<file path="config.mk">
export PLATFORM = sky130hd
export DESIGN_NAME = prvp_spi_master_rx
export DESIGN_NICKNAME = d
export VERILOG_FILES = /design/src/rtl/prvp_spi_pkg.sv /design/src/rtl/prvp_spi_rx_outbuf.sv /design/src/rtl/prvp_spi_master_rx.sv
export SDC_FILE = /design/constraint.sdc
export NUM_CORES = 1
export LEC_CHECK = 0
export BUFFER_PORTS_ARGS = -buffer_cell sky130_fd_sc_hd__buf_2
export CAP_MARGIN = 10
export CORE_MARGIN = 5
export CORE_UTILIZATION = 47
export CTS_CLUSTER_DIAMETER = 40
export DETAILED_ROUTE_END_ITERATION = 8
export PLACE_DENSITY_LB_ADDON = 0.05
export SLEW_MARGIN = 20
export SYNTH_ARGS = -nofsm -noshare
export SYNTH_HDL_FRONTEND = slang
export SYNTH_SLANG_ARGS = --single-unit
export TNS_END_PERCENT = 100
</file>
<file path="constraint.sdc">
create_clock -name clk -period 4.4 [get_ports clk]
set_input_delay 0.66 -clock clk [delete_from_list [all_inputs] [get_ports clk]]
set_output_delay 0.66 -clock clk [all_outputs]
set_load 0.05 [all_outputs]
</file>
<file path="src/rtl/prvp_spi_pkg.sv">
// Shared types and constants for the PRVP SPI master receive path.
package prvp_spi_pkg;

  localparam int SPI_WORD_W = 32;
  localparam int SPI_CNT_W  = 16;

  localparam logic [4:0] SPI_SGL_WEND  = 5'h1F;
  localparam logic [2:0] SPI_QUAD_WEND = 3'h7;

  typedef enum logic [1:0] {
    IDLE,
    RECEIVE,
    WAIT_SPACE
  } rx_state_t;

endpackage

</file>
<file path="src/rtl/prvp_spi_rx_outbuf.sv">
// Output word register toward the RX FIFO, with an optional one-entry skid behind it
// when PRVP_SPI_RX_SKID_EN is defined. in_rdy_o says a pushed word is taken this cycle.
module prvp_spi_rx_outbuf
  import prvp_spi_pkg::*;
(
  input  logic                  clk,
  input  logic                  rstn,
  input  logic                  in_vld_i,
  input  logic [SPI_WORD_W-1:0] in_dat_i,
  output logic                  in_rdy_o,
  output logic [SPI_WORD_W-1:0] out_dat_o,
  output logic                  out_vld_o,
  input  logic                  out_rdy_i
);

  logic [SPI_WORD_W-1:0] dat_q;
  logic                  vld_q;

  assign out_dat_o = dat_q;
  assign out_vld_o = vld_q;

`ifdef PRVP_SPI_RX_SKID_EN
  logic [SPI_WORD_W-1:0] skid_q;
  logic                  skid_vld_q;

  // A full skid can still take a word when data is leaving this cycle.
  assign in_rdy_o = !skid_vld_q || out_rdy_i;

  always_ff @(posedge clk or negedge rstn) begin
    if (!rstn) begin
      dat_q      <= '0;
      vld_q      <= 1'b0;
      skid_q     <= '0;
      skid_vld_q <= 1'b0;
    end else if (!vld_q) begin
      if (in_vld_i) begin
        dat_q <= in_dat_i;
        vld_q <= 1'b1;
      end
    end else if (out_rdy_i) begin
      if (skid_vld_q) begin
        dat_q      <= skid_q;
        skid_vld_q <= in_vld_i;
        if (in_vld_i) skid_q <= in_dat_i;
      end else begin
        vld_q <= in_vld_i;
        if (in_vld_i) dat_q <= in_dat_i;
      end
    end else if (in_vld_i && !skid_vld_q) begin
      skid_q     <= in_dat_i;
      skid_vld_q <= 1'b1;
    end
  end
`else
  assign in_rdy_o = !vld_q || out_rdy_i;

  always_ff @(posedge clk or negedge rstn) begin
    if (!rstn) begin
      dat_q <= '0;
      vld_q <= 1'b0;
    end else if (in_vld_i && in_rdy_o) begin
      dat_q <= in_dat_i;
      vld_q <= 1'b1;
    end else if (out_rdy_i) begin
      vld_q <= 1'b0;
    end
  end
`endif

endmodule

</file>
<file path="src/rtl/prvp_spi_master_rx.sv">
// SPI master receive shifter: samples sdi lanes on rx_edge, emits 32-bit words with 1 clk latency,
// stops the SPI clock while a completed word cannot be stored (skid via PRVP_SPI_RX_SKID_EN).
module prvp_spi_master_rx
  import prvp_spi_pkg::*;
(
  input  logic                  clk,
  input  logic                  rstn,
  input  logic                  en,
  input  logic                  rx_edge,
  output logic                  rx_done,
  input  logic                  sdi0,
  input  logic                  sdi1,
  input  logic                  sdi2,
  input  logic                  sdi3,
  input  logic                  en_quad_in,
  input  logic [SPI_CNT_W-1:0]  counter_in,
  input  logic                  counter_in_upd,
  output logic [SPI_WORD_W-1:0] data,
  output logic                  data_valid,
  input  logic                  data_ready,
  output logic                  clk_en_o
);

  rx_state_t             state_q, state_d;
  logic [SPI_CNT_W-1:0]  counter_q, counter_d;
  logic [SPI_CNT_W-1:0]  counter_trgt_q;
  logic [SPI_WORD_W-1:0] data_int_q, data_int_d;
  logic                  pending_last_q, pending_last_d;

  logic                  shift_en, word_end, last;
  logic [SPI_WORD_W-1:0] shifted;
  logic                  push_vld, push_rdy;
  logic [SPI_WORD_W-1:0] push_dat;

  assign shift_en = (state_q == RECEIVE) && rx_edge;
  assign shifted  = en_quad_in ? {data_int_q[SPI_WORD_W-5:0], sdi3, sdi2, sdi1, sdi0}
                               : {data_int_q[SPI_WORD_W-2:0], sdi1};
  assign word_end = en_quad_in ? (counter_q[2:0] == SPI_QUAD_WEND)
                               : (counter_q[4:0] == SPI_SGL_WEND);
  // counter_trgt of 0 wraps to a 65536-edge transfer.
  assign last     = shift_en && (counter_q == counter_trgt_q - 16'd1);
  assign rx_done  = last;
  assign clk_en_o = (state_q == RECEIVE);

  assign push_vld = (shift_en && (word_end || last)) || (state_q == WAIT_SPACE);
  assign push_dat = (state_q == WAIT_SPACE) ? data_int_q : shifted;

  always_comb begin
    state_d        = state_q;
    counter_d      = counter_q;
    data_int_d     = data_int_q;
    pending_last_d = pending_last_q;
    case (state_q)
      IDLE: begin
        if (en) begin
          state_d   = RECEIVE;
          counter_d = '0;
        end
      end
      RECEIVE: begin
        if (shift_en) begin
          counter_d = last ? '0 : counter_q + 16'd1;
          if (word_end || last) begin
            if (push_rdy) begin
              data_int_d = '0;
              if (last) state_d = IDLE;
            end else begin
              data_int_d     = shifted;
              pending_last_d = last;
              state_d        = WAIT_SPACE;
            end
          end else begin
            data_int_d = shifted;
          end
        end
      end
      WAIT_SPACE: begin
        if (push_rdy) begin
          data_int_d = '0;
          state_d    = pending_last_q ? IDLE : RECEIVE;
        end
      end
      default: state_d = IDLE;
    endcase
  end

  always_ff @(posedge clk or negedge rstn) begin
    if (!rstn) begin
      state_q        <= IDLE;
      counter_q      <= '0;
      data_int_q     <= '0;
      pending_last_q <= 1'b0;
    end else begin
      state_q        <= state_d;
      counter_q      <= counter_d;
      data_int_q     <= data_int_d;
      pending_last_q <= pending_last_d;
    end
  end

  // Quad mode counts edges, four bits each.
  always_ff @(posedge clk or negedge rstn) begin
    if (!rstn) begin
      counter_trgt_q <= 16'h8;
    end else if (counter_in_upd) begin
      counter_trgt_q <= en_quad_in ? {2'b00, counter_in[15:2]} : counter_in;
    end
  end

  prvp_spi_rx_outbuf u_outbuf (
    .clk       (clk),
    .rstn      (rstn),
    .in_vld_i  (push_vld),
    .in_dat_i  (push_dat),
    .in_rdy_o  (push_rdy),
    .out_dat_o (data),
    .out_vld_o (data_valid),
    .out_rdy_i (data_ready)
  );

endmodule

</file>
# After elaboration in Yosys (flattened, before gate mapping)
# Cells that the tools add are included.
[totals]
out_inout_bits = 35
in_bits = 27
regBits = 100
word_cells = 59
[op_classes]
n_reduce_logical = 16
n_mux = 23
n_eq_ne = 10
bitwise_logic = 1
n_addsub = 2
[ops]
columns = ["op", "count"]
rows = [
  ["32-bit 2-to-1 mux", 6],
  ["16-bit 2-to-1 mux", 4],
  ["32-bit case mux with 2 select lines", 1],
  ["16-bit case mux with 2 select lines", 1],
  ["16-bit by 1-bit adder with 16-bit output, second input constant", 1],
  ["16-bit equality test", 1],
  ["16-bit by 1-bit subtractor with 16-bit output, second input constant", 1],
  ["2-bit 2-to-1 mux", 6],
  ["2-bit by 1-bit inequality test with 1-bit output, second input constant", 3],
  ["2-bit case mux with 3 select lines", 1],
  ["3-bit AND reduction", 2],
  ["2-bit nonzero test", 3],
  ["5-bit equality test, second input constant", 1],
  ["5-bit AND reduction", 1],
  ["1-bit logical AND", 4],
  ["1-bit 2-to-1 mux", 4],
  ["4-bit AND reduction", 1],
  ["3-bit equality test, second input constant", 1],
  ["1-bit logical OR", 3],
  ["3-bit inequality test, second input constant", 1],
  ["2-bit by 1-bit equality test with 1-bit output, second input constant", 1],
  ["2-bit equality test, second input constant", 1],
  ["2-bit logical NOT", 1],
  ["2-bit inequality test, second input constant", 1],
  ["2 further kinds", 2],
]

# Logic depth before layout (Yosys ltp)
[depth]
ltp_word = 8
ltp_mapped = 13

# Modules after synthesis
# From an unflattened synthesis, not the netlist that was laid out.
[unflattened]
hier_cells = 549
hier_area_um2 = 5644.2
[modules_own_cells]
columns = ["mod", "instances", "area_per_inst_um2", "cells_each", "seq_area_each_um2"]
rows = [
  ["prvp_spi_master_rx", 1, 4252.8, 478, 1677.9],
  ["prvp_spi_rx_outbuf", 1, 1391.3, 71, 825.8],
]

# Worst setup path after synthesis
# OpenSTA, ideal clock, no wires.
[synth_path]
path_type = "register -> output"
from = "register counter_trgt_q[0]"
to = "output rx_done"
stages_incl_launch_ff = 12
slack_ns = -0.283
path_buffers = 3
arrival_ns = 4.023
path_cell_list = "dfrtp_1 clkbuf_1 inv_1 ha_1 or4b_1 buf_2 or4_1 a21boi_0 a21oi_1 or2_2 clkbuf_1 nor4_1"
[synth_via]
elab_chain_len = 3
[synth_lines]
columns = ["element", "line", "rtl"]
rows = [
  ["start, declared", "prvp_spi_master_rx.sv:26", "logic [SPI_CNT_W-1:0] counter_trgt_q;"],
  ["start signal, assigned", "prvp_spi_master_rx.sv:106", "counter_trgt_q <= en_quad_in ? {2'b00, counter_in[15:2]} : counter_in;"],
  ["16-bit by 1-bit subtractor with 16-bit output", "prvp_spi_master_rx.sv:41", "assign last = shift_en && (counter_q == counter_trgt_q - 16'd1);"],
  ["16-bit equality test", "prvp_spi_master_rx.sv:41", ""],
  ["1-bit logical AND", "prvp_spi_master_rx.sv:41", ""],
  ["end, declared", "prvp_spi_master_rx.sv:10", "output logic rx_done,"],
]
# Every way passes these cells.

# Worst setup path in the final report
# Ends and elaborated chain as after synthesis.

==> run summary <==
Status: completed
Postcts setup bufs: 0
Critical Path Fanout Max: 8
Share of the synthesized area in the top cell type: 41.0%
Total track usage: 20.8%
# IOs: 62
Clock root cell: clkbuf_16
Final Max Slew Viols: 0
Type of origin of the critical path: flip-flop
Routed Antenna Nets: 0
Setup tns final: 0 ps
Dpl hpwl: 9700 um
WL final: 14900 um
Flops & latches, synth: 100
Via density: 5.86
Non-Filler Instances: 809
Vias in the first global route: 4787
WP data arrival: 3500 ps
Most common cell after layout, fill and taps aside: dfrtp_1
Area leader, netlist: dfrtp_1
Clock Skews: 12.5 ps
Reg clk slew, reported paths: 70 ps
Period utilisation layout: 94.5%
# diodes: 0
Max_cap viols: 0
# port buffers: 61
R2R Setup Slk: 590 ps
Final min period: 4160 ps
Die height: 123 um
RSZ-0062 raised after global routing: false
Nets: 664
Mapped Cells: 601
Starting Density: 47.9%
EDFF count, synth: 0
Actual slew at the worst max-slew pin: 914 ps
H-tree depth: 3
Synth unique cells: 53
Area growth, synth to finish: 11.6%
Layout cells sized above 1: 20.3%
Initial antenna violation count: 0
Placed cells: 793
Worst-skew pair later-pin latency: 350 ps
GP Congestion: 0.819
First-pass GRT wire length: 24900 um
Slew HR: 38.5%
Max Freq: 241 MHz
Power Density: 538 nW/um^2
GR Overflow Total: 0
Most frequent cells in the layout: 99 x dfrtp_1, 60 x buf_2, 59 x nor2_1, 49 x mux2i_1, 38 x inv_1
Area of the core: 12600 um^2
Post-CTS resize count: 0
Clock sinks: 100
Hold Crit Class: input port to asynchronous set/reset pin
DR iter-0 viols: 308
Async SR Flop Fraction: 100%
Main area contributors after synthesis: dfrtp_1 41%, mux2i_1 8.1%, o221ai_2 7.5%
Leakage Power: 3.14 nW
Crit end category: output pin
Syn_nets: 632
Largest net degree at the start of global routing: 77
Ys flop type: dfrtp_1
Core Rows: 41
Post-route DRC: 0
Sequential fraction of the synthesis area: 41.4%
Die Footprint: 15200 um^2
TritonCTS clock tree: yes
Cts hold-fix bufs: 0
Final Hold Viols: 0
Post-Syn Area: 6040 um^2
Worst vdd ir: 0.317 mV
Synth Warn #: 0
Cts bufs inserted: 9
Clock Tree Buf Depth: 2
First-pass iteration count of the detailed router: 4
Die W: 123 um
Wirelength per Cell: 18.4 um
Via count: 4739
Avg Cell Area, Syn: 10.1 um^2
Final setup violation count: 0
Kind of critical path: flip-flop to output pin
CP Data Required Time: 3740 ps
==> logic make-up after synthesis <==
family | after synthesis | share of synthesized area, %
muxes | 50 | 8.30
buffers and inverters | 88 | 6.71
and+or+nand+nor | 136 | 11.4
adders and majority gates | 4 | 0.828
xor gates and xnor gates | 31 | 4.49
AOI/OAI and AO/OA | 192 | 26.9
DFF | 100 | 41.4
==> power breakdown <==
group / internal (mW) / switching (mW) / leakage [nW]
Clock: 0.456 / 0.345 / 0.139
Combinational: 0.501 / 0.833 / 1.70
Sequential: 1.19 / 0.305 / 1.30
==> critical path: stages, from the launching register on <==
cell and delay [ps]:
dfrtp_1 450, inv_1 90, ha_1 280, or4b_1 610
or4_4 530, a2111oi_2 400, nand3_1 170, nor4_2 310
buf_2 310
==> sequential cells by signal, summed over array words and instances (netlist names) <==
register,count
state_q,2
u_outbuf.out_dat_o,32
u_outbuf.out_vld_o,1
data_int_q,32
counter_trgt_q,16
counter_q,16
pending_last_q,1
==> final cells by class <==
type                       instances  area (um^2)
inverter                          38          143
tap                              172          215
fill                            1203         5880
clock inverter                     3         46.3
sequential                       100         2500
multi-input combinational        413         3170
timing repair buffer              71          419
clock buffer                      12          246
==> routing by layer <==
metal	track usage [%]	wire length, um
met1	29.9	7220
met5	0	0
met4	5.61	157
met2	32.3	6800
met3	3.48	708
==> synth_stat cells (3+ instances only) <==
library cell,n
o211ai_1,3
buf_1,7
o31ai_1,3
or3_1,3
clkbuf_1,32
buf_6,5
nor2_1,61
and3_1,4
xnor2_1,15
buf_2,3
a22o_1,32
nand2_1,10
or2_2,3
o21ai_0,14
nand4_1,4
nor4_1,8
nand3_1,9
buf_8,3
inv_1,38
xor2_1,16
ha_1,4
nor2b_1,5
dfrtp_1,99
o221ai_2,30
mux2i_1,49
a21o_1,32
a21oi_1,33
nand3b_1,3
a22oi_1,31
and2_1,3
nand2b_1,4
nor3_1,8
==> path summary, 6_finish.rpt <==
| kind | startpoint | end | depth (start not counted) |
|---|---|---|---|
| max reg2reg | counter_trgt_q[0] | u_outbuf.out_dat_o[29] | 9 |
| min | rstn | counter_trgt_q[0] | 1 |
| min reg2reg | data_int_q[31] | u_outbuf.out_dat_o[31] | 2 |
| min in group clk | data_int_q[31] | u_outbuf.out_dat_o[31] | 2 |
| max in group asynchronous | rstn | u_outbuf.out_dat_o[0] | 2 |
| max | counter_trgt_q[0] | rx_done | 8 |
==> metrics by stage <==
step | hold WS [ps] | power, mW | utilization, % | setup slack, ps | area, um^2
2_1_floorplan | 364 | 2.49 | - | 303 | 6050
3_3_place_gp | 489 | 2.81 | 50.8 | 633 | 6410
3_5_place_dp | 499 | 2.85 | 50.9 | 556 | 6420
4_1_cts | 516 | 3.67 | 53.2 | 197 | 6710
5_1_grt | 411 | 3.86 | 53.4 | 57.2 | 6740
6_report | 325 | 3.62 | 53.4 | 243 | 6740
No activity file was read; power rests on OpenSTA's default activity.
